==> config.mk <==
export PLATFORM = sky130hd
export DESIGN_NAME = alu_multicycle
export DESIGN_NICKNAME = d
export VERILOG_FILES = /design/src/rtl/alu_pkg.sv /design/src/rtl/alu_muldiv_iter.sv /design/src/rtl/alu_multicycle.sv
export SDC_FILE = /design/constraint.sdc
export NUM_CORES = 1
export LEC_CHECK = 0
export BUFFER_PORTS_ARGS = -buffer_cell sky130_fd_sc_hd__buf_4
export CELL_PAD_IN_SITES_DETAIL_PLACEMENT = 0
export CELL_PAD_IN_SITES_GLOBAL_PLACEMENT = 2
export CORE_ASPECT_RATIO = 1.75
export CORE_MARGIN = 3
export CORE_UTILIZATION = 36
export CTS_CLUSTER_SIZE = 30
export DETAILED_ROUTE_END_ITERATION = 12
export GPL_TIMING_DRIVEN = 0
export PLACE_DENSITY = 0.84
export RECOVER_POWER = 25
export SLEW_MARGIN = 20
export SYNTH_ARGS = -nofsm -noshare
export SYNTH_HDL_FRONTEND = slang
export SYNTH_HIERARCHICAL = 1
export SYNTH_SLANG_ARGS = --single-unit
export TNS_END_PERCENT = 5
==> constraint.sdc <==
create_clock -name clk -period 3.06 [get_ports clk]
set_clock_uncertainty 0.15 [all_clocks]
set_input_delay 0.306 -clock clk [delete_from_list [all_inputs] [get_ports clk]]
set_output_delay 0.306 -clock clk [all_outputs]
set_load 0.1 [all_outputs]
==> src/rtl/alu_pkg.sv <==
// Shared definitions for the multicycle ALU: opcode encodings, FSM state type,
// iteration-counter width helper and the iterative-opcode classifier.
// Pure declarations; no clocked logic, no handshake.
package alu_pkg;

    localparam logic [3:0] OP_AND   = 4'b0000;
    localparam logic [3:0] OP_OR    = 4'b0001;
    localparam logic [3:0] OP_ADD   = 4'b0010;
    localparam logic [3:0] OP_XOR   = 4'b0011;
    localparam logic [3:0] OP_SLL   = 4'b0100;
    localparam logic [3:0] OP_SRL   = 4'b0101;
    localparam logic [3:0] OP_SUB   = 4'b0110;
    localparam logic [3:0] OP_SLT   = 4'b0111;
    localparam logic [3:0] OP_SLTU  = 4'b1000;
    localparam logic [3:0] OP_MUL   = 4'b1001;
    localparam logic [3:0] OP_MULHU = 4'b1010;
    localparam logic [3:0] OP_DIVU  = 4'b1011;
    localparam logic [3:0] OP_REMU  = 4'b1100;
    localparam logic [3:0] OP_SRA   = 4'b1101;

    typedef enum logic [1:0] {
        ST_IDLE = 2'd0,
        ST_BUSY = 2'd1,
        ST_DONE = 2'd2
    } state_t;

    // Counter only has to reach WIDTH-1, so log2(WIDTH) bits suffice.
    function automatic int iter_cnt_w(input int width);
        return (width <= 2) ? 1 : $clog2(width);
    endfunction

    function automatic logic is_muldiv_op(input logic [3:0] op);
        return (op == OP_MUL) || (op == OP_MULHU) || (op == OP_DIVU) || (op == OP_REMU);
    endfunction

endpackage

==> src/rtl/alu_muldiv_iter.sv <==
// Iterative unsigned multiply (shift-add) / divide (restoring), one bit per cycle.
// Latency: operands captured on start edge, WIDTH iteration edges; done is high during the last one.
// No backpressure: once started it runs to completion; the parent never restarts it mid-run.
// Ports: start/op/A/B in; done (last iteration this cycle) and result (value after that iteration) out.
module alu_muldiv_iter
    import alu_pkg::*;
#(
    parameter int WIDTH = 32
) (
    input  logic             clk,
    input  logic             rst_n,
    input  logic             start,
    input  logic [3:0]       op,
    input  logic [WIDTH-1:0] A,
    input  logic [WIDTH-1:0] B,
    output logic             done,
    output logic [WIDTH-1:0] result
);

    localparam int             CW   = iter_cnt_w(WIDTH);
    localparam logic [CW-1:0]  LAST = CW'(WIDTH - 1);

    logic             running;
    logic [CW-1:0]    cnt;
    logic [WIDTH-1:0] hi;       // product high half / partial remainder
    logic [WIDTH-1:0] lo;       // multiplier bits / dividend shifting into quotient
    logic [WIDTH-1:0] b_q;      // multiplicand / divisor
    logic             is_div;
    logic             hi_sel;   // MULHU and REMU take the high register

    logic [WIDTH:0]   mul_sum;
    logic [WIDTH:0]   div_shift;
    logic [WIDTH:0]   div_diff;
    logic [WIDTH-1:0] hi_n;
    logic [WIDTH-1:0] lo_n;

    always_comb begin
        mul_sum   = {1'b0, hi} + (lo[0] ? {1'b0, b_q} : {(WIDTH+1){1'b0}});
        div_shift = {hi, lo[WIDTH-1]};
        div_diff  = div_shift - {1'b0, b_q};
        hi_n      = mul_sum[WIDTH:1];
        lo_n      = {mul_sum[0], lo[WIDTH-1:1]};
        if (is_div) begin
            // A zero divisor never borrows, which naturally yields an all-ones
            // quotient and leaves the dividend as the remainder.
            if (!div_diff[WIDTH]) begin
                hi_n = div_diff[WIDTH-1:0];
                lo_n = {lo[WIDTH-2:0], 1'b1};
            end else begin
                hi_n = div_shift[WIDTH-1:0];
                lo_n = {lo[WIDTH-2:0], 1'b0};
            end
        end
    end

    assign done   = running && (cnt == LAST);
    assign result = hi_sel ? hi_n : lo_n;

    always_ff @(posedge clk or negedge rst_n) begin
        if (!rst_n) begin
            running <= 1'b0;
            cnt     <= '0;
            hi      <= '0;
            lo      <= '0;
            b_q     <= '0;
            is_div  <= 1'b0;
            hi_sel  <= 1'b0;
        end else if (start) begin
            running <= 1'b1;
            cnt     <= '0;
            hi      <= '0;
            lo      <= A;
            b_q     <= B;
            is_div  <= (op == OP_DIVU) || (op == OP_REMU);
            hi_sel  <= (op == OP_MULHU) || (op == OP_REMU);
        end else if (running) begin
            hi <= hi_n;
            lo <= lo_n;
            if (cnt == LAST) begin
                running <= 1'b0;
                cnt     <= '0;
            end else begin
                cnt <= cnt + 1'b1;
            end
        end
    end

endmodule

==> src/rtl/alu_multicycle.sv <==
// ALU with valid/ready handshake: single-cycle logic/arith/shift ops plus optional iterative mul/div.
// Latency: 1 cycle for single-cycle ops, WIDTH+1 cycles for MUL/MULHU/DIVU/REMU.
// Backpressure: result held in DONE until out_ready; in_ready low in BUSY and in DONE without out_ready.
// Ports: clk, rst_n (async, active-low); in_valid/in_ready/A/B/ALU_Control in;
//        out_valid/out_ready/ALU_Result/Zero out; Busy flags an iterative op in flight.
// Build option: define ALU_MULDIV_EN to include the iterative datapath; otherwise
//               opcodes 1001-1100 complete in one cycle with result 0 and Busy is tied low.
module alu_multicycle
    import alu_pkg::*;
#(
    parameter int WIDTH = 32
) (
    input  logic             clk,
    input  logic             rst_n,
    input  logic             in_valid,
    output logic             in_ready,
    input  logic [WIDTH-1:0] A,
    input  logic [WIDTH-1:0] B,
    input  logic [3:0]       ALU_Control,
    output logic             out_valid,
    input  logic             out_ready,
    output logic [WIDTH-1:0] ALU_Result,
    output logic             Zero,
    output logic             Busy
);

    localparam int SHW = $clog2(WIDTH);

    state_t           state;
    state_t           state_n;
    logic             accept;
    logic             iter_op;
    logic             iter_done;
    logic [WIDTH-1:0] iter_result;
    logic [WIDTH-1:0] alu_res;
    logic [WIDTH-1:0] result_q;
    logic             zero_q;
    logic [SHW-1:0]   shamt;

    assign shamt  = B[SHW-1:0];
    assign accept = in_valid && in_ready;

`ifdef ALU_MULDIV_EN
    assign iter_op = is_muldiv_op(ALU_Control);

    alu_muldiv_iter #(
        .WIDTH (WIDTH)
    ) u_muldiv (
        .clk    (clk),
        .rst_n  (rst_n),
        .start  (accept && iter_op),
        .op     (ALU_Control),
        .A      (A),
        .B      (B),
        .done   (iter_done),
        .result (iter_result)
    );
`else
    assign iter_op     = 1'b0;
    assign iter_done   = 1'b0;
    assign iter_result = '0;
`endif

    // Single-cycle datapath; mul/div codes fall to the default and give 0.
    always_comb begin
        alu_res = '0;
        case (ALU_Control)
            OP_AND:  alu_res = A & B;
            OP_OR:   alu_res = A | B;
            OP_XOR:  alu_res = A ^ B;
            OP_ADD:  alu_res = A + B;
            OP_SUB:  alu_res = A - B;
            OP_SLT:  alu_res = {{(WIDTH-1){1'b0}}, ($signed(A) < $signed(B))};
            OP_SLTU: alu_res = {{(WIDTH-1){1'b0}}, (A < B)};
            OP_SLL:  alu_res = A << shamt;
            OP_SRL:  alu_res = A >> shamt;
            OP_SRA:  alu_res = $signed(A) >>> shamt;
            default: alu_res = '0;
        endcase
    end

    // State register
    always_ff @(posedge clk or negedge rst_n) begin
        if (!rst_n) begin
            state <= ST_IDLE;
        end else begin
            state <= state_n;
        end
    end

    // Next-state logic; DONE can accept the next op on the transfer edge.
    always_comb begin
        state_n = state;
        case (state)
            ST_IDLE: begin
                if (accept) state_n = iter_op ? ST_BUSY : ST_DONE;
            end
            ST_BUSY: begin
                if (iter_done) state_n = ST_DONE;
            end
            ST_DONE: begin
                if (accept)         state_n = iter_op ? ST_BUSY : ST_DONE;
                else if (out_ready) state_n = ST_IDLE;
            end
            default: state_n = ST_IDLE;
        endcase
    end

    // Output logic
    always_comb begin
        in_ready  = (state == ST_IDLE) || ((state == ST_DONE) && out_ready);
        out_valid = (state == ST_DONE);
`ifdef ALU_MULDIV_EN
        Busy      = (state == ST_BUSY);
`else
        Busy      = 1'b0;
`endif
    end

    // Result register: loaded at the handshake for single-cycle ops, or on the
    // final iteration edge; otherwise held so DONE presents a stable value.
    always_ff @(posedge clk or negedge rst_n) begin
        if (!rst_n) begin
            result_q <= '0;
            zero_q   <= 1'b1;
        end else if (accept && !iter_op) begin
            result_q <= alu_res;
            zero_q   <= (alu_res == '0);
        end else if ((state == ST_BUSY) && iter_done) begin
            result_q <= iter_result;
            zero_q   <= (iter_result == '0);
        end
    end

    assign ALU_Result = result_q;
    assign Zero       = zero_q;

endmodule

# After elaboration in Yosys (flattened, before gate mapping)
# Cells that the tools add are included.
# word_totals
input_bits	72
reg_bits	35
# classes
mux	5
order_cmp	2
bitwise	4
n_reduce_logical	7
add_sub_neg	2
eq_ne	13
shift	3
# ops
op	n
$pmux W32 S10	1
$lt A32 B32 Y1	2
$add A32 B32 Y32	1
$and A32 B32 Y32	1
$logic_not A32 Y1	1
$or A32 B32 Y32	1
$shl A32 B5 Y32	1
$shr A32 B5 Y32	1
$sshr A32 B5 Y32	1
$sub A32 B32 Y32	1
$xor A32 B32 Y32	1
$eq A4 B3 Y1 const B	4
$eq A4 B2 Y1 const B	2
$eq A4 B4 Y1 const B	2
$mux W2	3
$pmux W2 S3	1
$eq A4 B1 Y1 const B	1
$logic_not A4 Y1	1
$ne A3 B1 Y1 const B	1
$reduce_and A3 Y1	1
$eq A2 B1 Y1 const B	1
$eq A2 B2 Y1 const B	1
$logic_and A1 B1 Y1	2
$logic_not A2 Y1	1
other kinds (3)	3

# Longest topological paths before layout
# depth
depth_word	6
mapped_depth	17
depth_no_buf	14

# Worst setup path before layout
# Ideal clock, no wire load.
# synth_path
path_type	in2reg
startpoint	in B[2]
endpoint	reg zero_q (netlist: Zero)
t_arrival_ns	4.088
path_slack_ns	-1.276
stages	17
setup_time_ns	0.097
required_ns	2.813
cell_sequence	clkbuf_1 > inv_1 > buf_2 > buf_4 > clkbuf_1 > ha_1 > o21bai_1 > nand2_1 > a2111oi_0 > o31ai_1 > a31oi_1 > o221ai_1 > a21oi_1 > nand4_1 > nor4_2 > nand4_1 > o41ai_2
# synth_via
elab_chain_cells	3
word_cells_on_any_way	12
classes_between	add/sub (2); order compare (2); shift (3); mux (1); bitwise (3); reduce/logical (1)
# synth_rtl
element	line	source
start, declared	alu_multicycle.sv:18	input logic [WIDTH-1:0] B,
$sub A32 B32 Y32, or another cell as far along	alu_multicycle.sv:72	OP_SUB: alu_res = A - B;
$pmux W32 S10 *	alu_multicycle.sv:67	case (ALU_Control)
$logic_not A32 Y1 *	alu_multicycle.sv:128	zero_q <= (alu_res == '0);
end signal, assigned	alu_multicycle.sv:128	
end signal, assigned	alu_multicycle.sv:131	zero_q <= (iter_result == '0);
end, declared	alu_multicycle.sv:37	logic zero_q;
# Every way passes the cells marked *; elsewhere a longest branch is shown, timed or not.
# A chain may end at the register's enable or synchronous reset.

# Worst setup path in the final report
# layout_path
startpoint	in B[1]
endpoint	reg result_q[13] (netlist: ALU_Result[13])
# layout_via
elab_chain_cells	2
word_cells_on_any_way	6
classes_between	add/sub (2); shift (3); mux (1)
# layout_rtl
element	line	source
$sub A32 B32 Y32, or another cell as far along	alu_multicycle.sv:72	
$pmux W32 S10 *	alu_multicycle.sv:67	
end signal, assigned	alu_multicycle.sv:127	result_q <= alu_res;
end signal, assigned	alu_multicycle.sv:130	result_q <= iter_result;
end, declared	alu_multicycle.sv:36	logic [WIDTH-1:0] result_q;
# Marks and branches as above.

==> results.sh <==
export IMPL_status="complete, but fails checks"
export IMPL_failing_checks="capacitance limit, slew limit, setup timing"
export IMPL_synth_cell_area_um2=11200
export IMPL_cts_made_buffers=5
export IMPL_setup_tns_final_ns=-9.58
export IMPL_layout_filler_cells=3212
export IMPL_cts_htree_levels=2
export IMPL_floorplan_die_area_um2=33400
export IMPL_root_cell_of_the_clock_tree="clkbuf_16"
export IMPL_clk_path_buf_depth=2
export IMPL_synth_avg_cell_area_um2=7.32
export IMPL_fp_dieH_um=239
export IMPL_ys_async_sr_fraction_pct=100
export IMPL_synth_edf_count=0
export IMPL_cts_tree="done"
export IMPL_worstMarginPinSlew_ns=1.80
export IMPL_track_usage_pct=40.4
export IMPL_relSlewSlack_pct=-19.9
export IMPL_gr_usage_met1_pct=41.5
export IMPL_drv_slew=35
export IMPL_met3_usage_pct=6.17
export IMPL_rsz0062_at_grt="yes"
export IMPL_core_area_um2=30400
export IMPL_route_detailed_wl_per_inst_um=34.1
export IMPL_cts_sinks=34
export IMPL_global_route_wire_length_before_repair_um=98800
export IMPL_yosys_most_used_dff="dfrtp_1"
export IMPL_route_final_wire_length_um=70100
export IMPL_final_layout_size_suffix_gt1_share_pct=25.9
export IMPL_synth_seq_area_share_pct=7.61
export IMPL_maxClockFrequency_mhz=242
export IMPL_core_rowCount=84
export IMPL_cellLeakagePower_nw=5.79
export IMPL_grt_pass1_vias=13900
export IMPL_antenna_cells=0
export IMPL_critical_path_reg2reg_startpoint="state[1]"
export IMPL_final_hold_violation_count=0
export IMPL_finalCriticalPeriod_ns=4.13
export IMPL_p_per_area_nw_per_um2=324
export IMPL_period_share_pct=135
export IMPL_final_antenna_net_count=0
export IMPL_nNetsFinal=1841
export IMPL_synthToLayoutAreaGrowth_pct=22.8
export IMPL_chipWidth_um=139
export IMPL_post_route_worst_setup_slack_ns=-1.07
export IMPL_grt_most_used_layer="met2"
export IMPL_grt_antenna_before_repair=0
export IMPL_postSynthRegisterBits=34
export IMPL_dp_slack_ns=-2.40
export IMPL_final_seq_area_um2=852
export IMPL_yosys_warnings=6
export IMPL_postSynthNetCount=1705
export IMPL_drt_initial_drc_count=1532
export IMPL_cts_reportedPaths_clkPinSlew_ns=0.06
export IMPL_critical_path_endpoint_type="flop"
export IMPL_clk_insertion_delay_late_ns=0.29
export IMPL_drt_pass1_iterations=5
export IMPL_final_replace_weighted_congestion=1.07
export IMPL_crit_required_ns=3.09
export IMPL_multi_input_area_um2=10100
export IMPL_groute_layer_met2_usage_pct=69.0
export IMPL_start_kind="primary input"
export IMPL_dp_final_hpwl_um=57500
export IMPL_grt_overflow=0
export IMPL_initial_core_util_pct=36.9
export IMPL_final_report_setup_violation_count=22
export IMPL_maximum_fanout_along_the_worst_path=10
export IMPL_routed_via_density=6.89
export IMPL_syn_instance_count=1531
export IMPL_detailed_place_area_um2=12600
export IMPL_vdd_drop_max_v=0.000656
export IMPL_drc_errors=0
export IMPL_pin_count_of_the_biggest_net_entering_global_routing=35
export IMPL_hold_class="in -> reg"
export IMPL_synth_cell_type_count=94
export IMPL_timing_critical_path_arrival_ns=4.16
export IMPL_vias_after_detailed_routing=14200
export IMPL_worstSetupStartpoint="B[1]"
export IMPL_cap_violations=1
export IMPL_num_io_pins=108
export IMPL_finalInstanceArea_um2=13800
export IMPL_path_class="in -> reg"
export IMPL_buffer_ports_inserted=106
export IMPL_worst_hold_startpoint="in_valid"
metrics by stage:
stage / utilization, % / total power, W / hold WS [ns] / cells
after global placement: 41.6 / 0.00361 / 0.115 / 2024
after detailed placement: 41.6 / 0.00361 / 0.122 / 2024
after floorplan: - / 0.00259 / -0.140 / 1531
final: 45.3 / 0.00446 / 0.0882 / 2055
after global routing: 45.3 / 0.00462 / 0.0979 / 2055
after CTS: 44.3 / 0.00431 / 0.0803 / 2052
cell families after synthesis:
family / Yosys count / share of synthesized area (%)
other: 1 / 0.0335
multiplexers: 138 / 17.8
adder cells (fa/ha/maj): 102 / 11.5
AO/OA/AOI/OAI: 508 / 30.7
AND/OR/NAND/NOR: 524 / 22.8
buffers and inverters: 218 / 9.06
XOR/XNOR: 6 / 0.469
flip-flops: 34 / 7.61
cell usage after synthesis (all sizes together) (5+ instances only):
library cell,n,share of area [%]
o22a,5,0.39
mux2i,60,5.5
o211a,7,0.63
o2bb2ai,7,0.55
a221oi,8,0.68
nand2b,20,1.1
o21a,10,0.67
o21bai,9,0.60
o21ai,102,4.6
o32ai,7,0.55
a21o,17,1.1
a21oi,119,5.3
ha,100,11
mux4,44,8.9
o2111ai,6,0.47
dfrtp,33,7.4
nor2,141,4.7
nand4,22,1.2
nand3,43,1.9
buf,53,3.5
or3,10,0.56
o31ai,21,1.4
a211o,8,0.63
xnor2,6,0.47
nand2,153,5.1
mux2,34,3.4
a2bb2oi,5,0.45
a31oi,20,1.3
nor2b,13,0.73
o211ai,26,1.7
or2,13,0.73
o22ai,16,0.89
a211oi,32,2.2
a22oi,17,1.1
nor3,34,1.5
nor4,18,1.1
and2,12,0.69
a2111oi,6,0.47
o221ai,16,1.3
inv,98,3.3
clkbuf,64,2.1
and3,10,0.56
a221o,6,0.54
placed cells by master (no fill, tap or decap), drive strengths merged, types with 33 or more instances in the layout:
master	synthesis	final
inv	98	97
a21oi	119	119
mux4	44	44
clkbuf	64	72
mux2i	60	60
nand3	43	43
nor2	141	141
dfrtp	33	33
buf	53	180
ha	100	100
o21ai	102	102
mux2	34	34
nor3	34	34
nand2	153	153
registers in the layout, summed over array words and instances (netlist names):
register and cells:
state 1, ALU_Result 32, Zero 1
path summary, 6_finish.rpt:
check                      slack, ns              to  cells after the start
hold / removal                  0.09        state[1]                      2
min in group asynchronous       0.88  ALU_Result[28]                      2
hold reg to reg                 0.33  ALU_Result[20]                      2
setup reg to reg                0.15            Zero                     10
max in group asynchronous       0.84  ALU_Result[24]                      2
setup / recovery               -1.07  ALU_Result[13]                     20
routing by layer:
metal / vias up / share of wire, %
met4: 0 / 12
met2: 935 / 47
met5: - / 0
li1: 6033 / -
met1: 6827 / 33
met3: 370 / 7.0
critical path, stage by stage:
cell and delay (ns):
buf_4 0.14, buf_6 0.16, buf_6 0.19, buf_8 0.19, mux2_2 0.38, mux2i_1 0.29, mux4_2 0.42, nor2_1 0.10
nor3_2 0.33, o211ai_1 0.22, buf_4 0.20, buf_4 0.12, buf_4 0.12, buf_4 0.12, buf_4 0.12, buf_4 0.12
buf_4 0.12, buf_4 0.12, buf_4 0.12, mux2_2 0.26
power by group:
| part | total (W) | switching, W | internal (W) | leakage (nW) |
|---|---|---|---|---|
| Sequential | 0.000576 | 0.0000420 | 0.000534 | 0.424 |
| Combinational | 0.00335 | 0.00233 | 0.00102 | 5.29 |
| Clock | 0.000528 | 0.000205 | 0.000323 | 0.0739 |
what timing repair did:
item                                   CTS  global route
setup endpoints to repair               32            32
buffers inserted                        20             4
endpoints found under the hold margin   33             0
gates cloned                             0             0
pin swaps                               25            27
hold buffers                             1             0
resized for setup                      129            72
layout make-up:
class	instances	area share [%]
Multi-Input combinational cell	1279	73.1
Timing Repair Buffer	131	7.19
Sequential cell	34	6.19
Buffer	116	6.07
Tap cell	387	3.52
Inverter	100	2.89
Clock buffer	7	1.04
Clock inverter	1	0.0364
(Power assumes the default switching activity.)
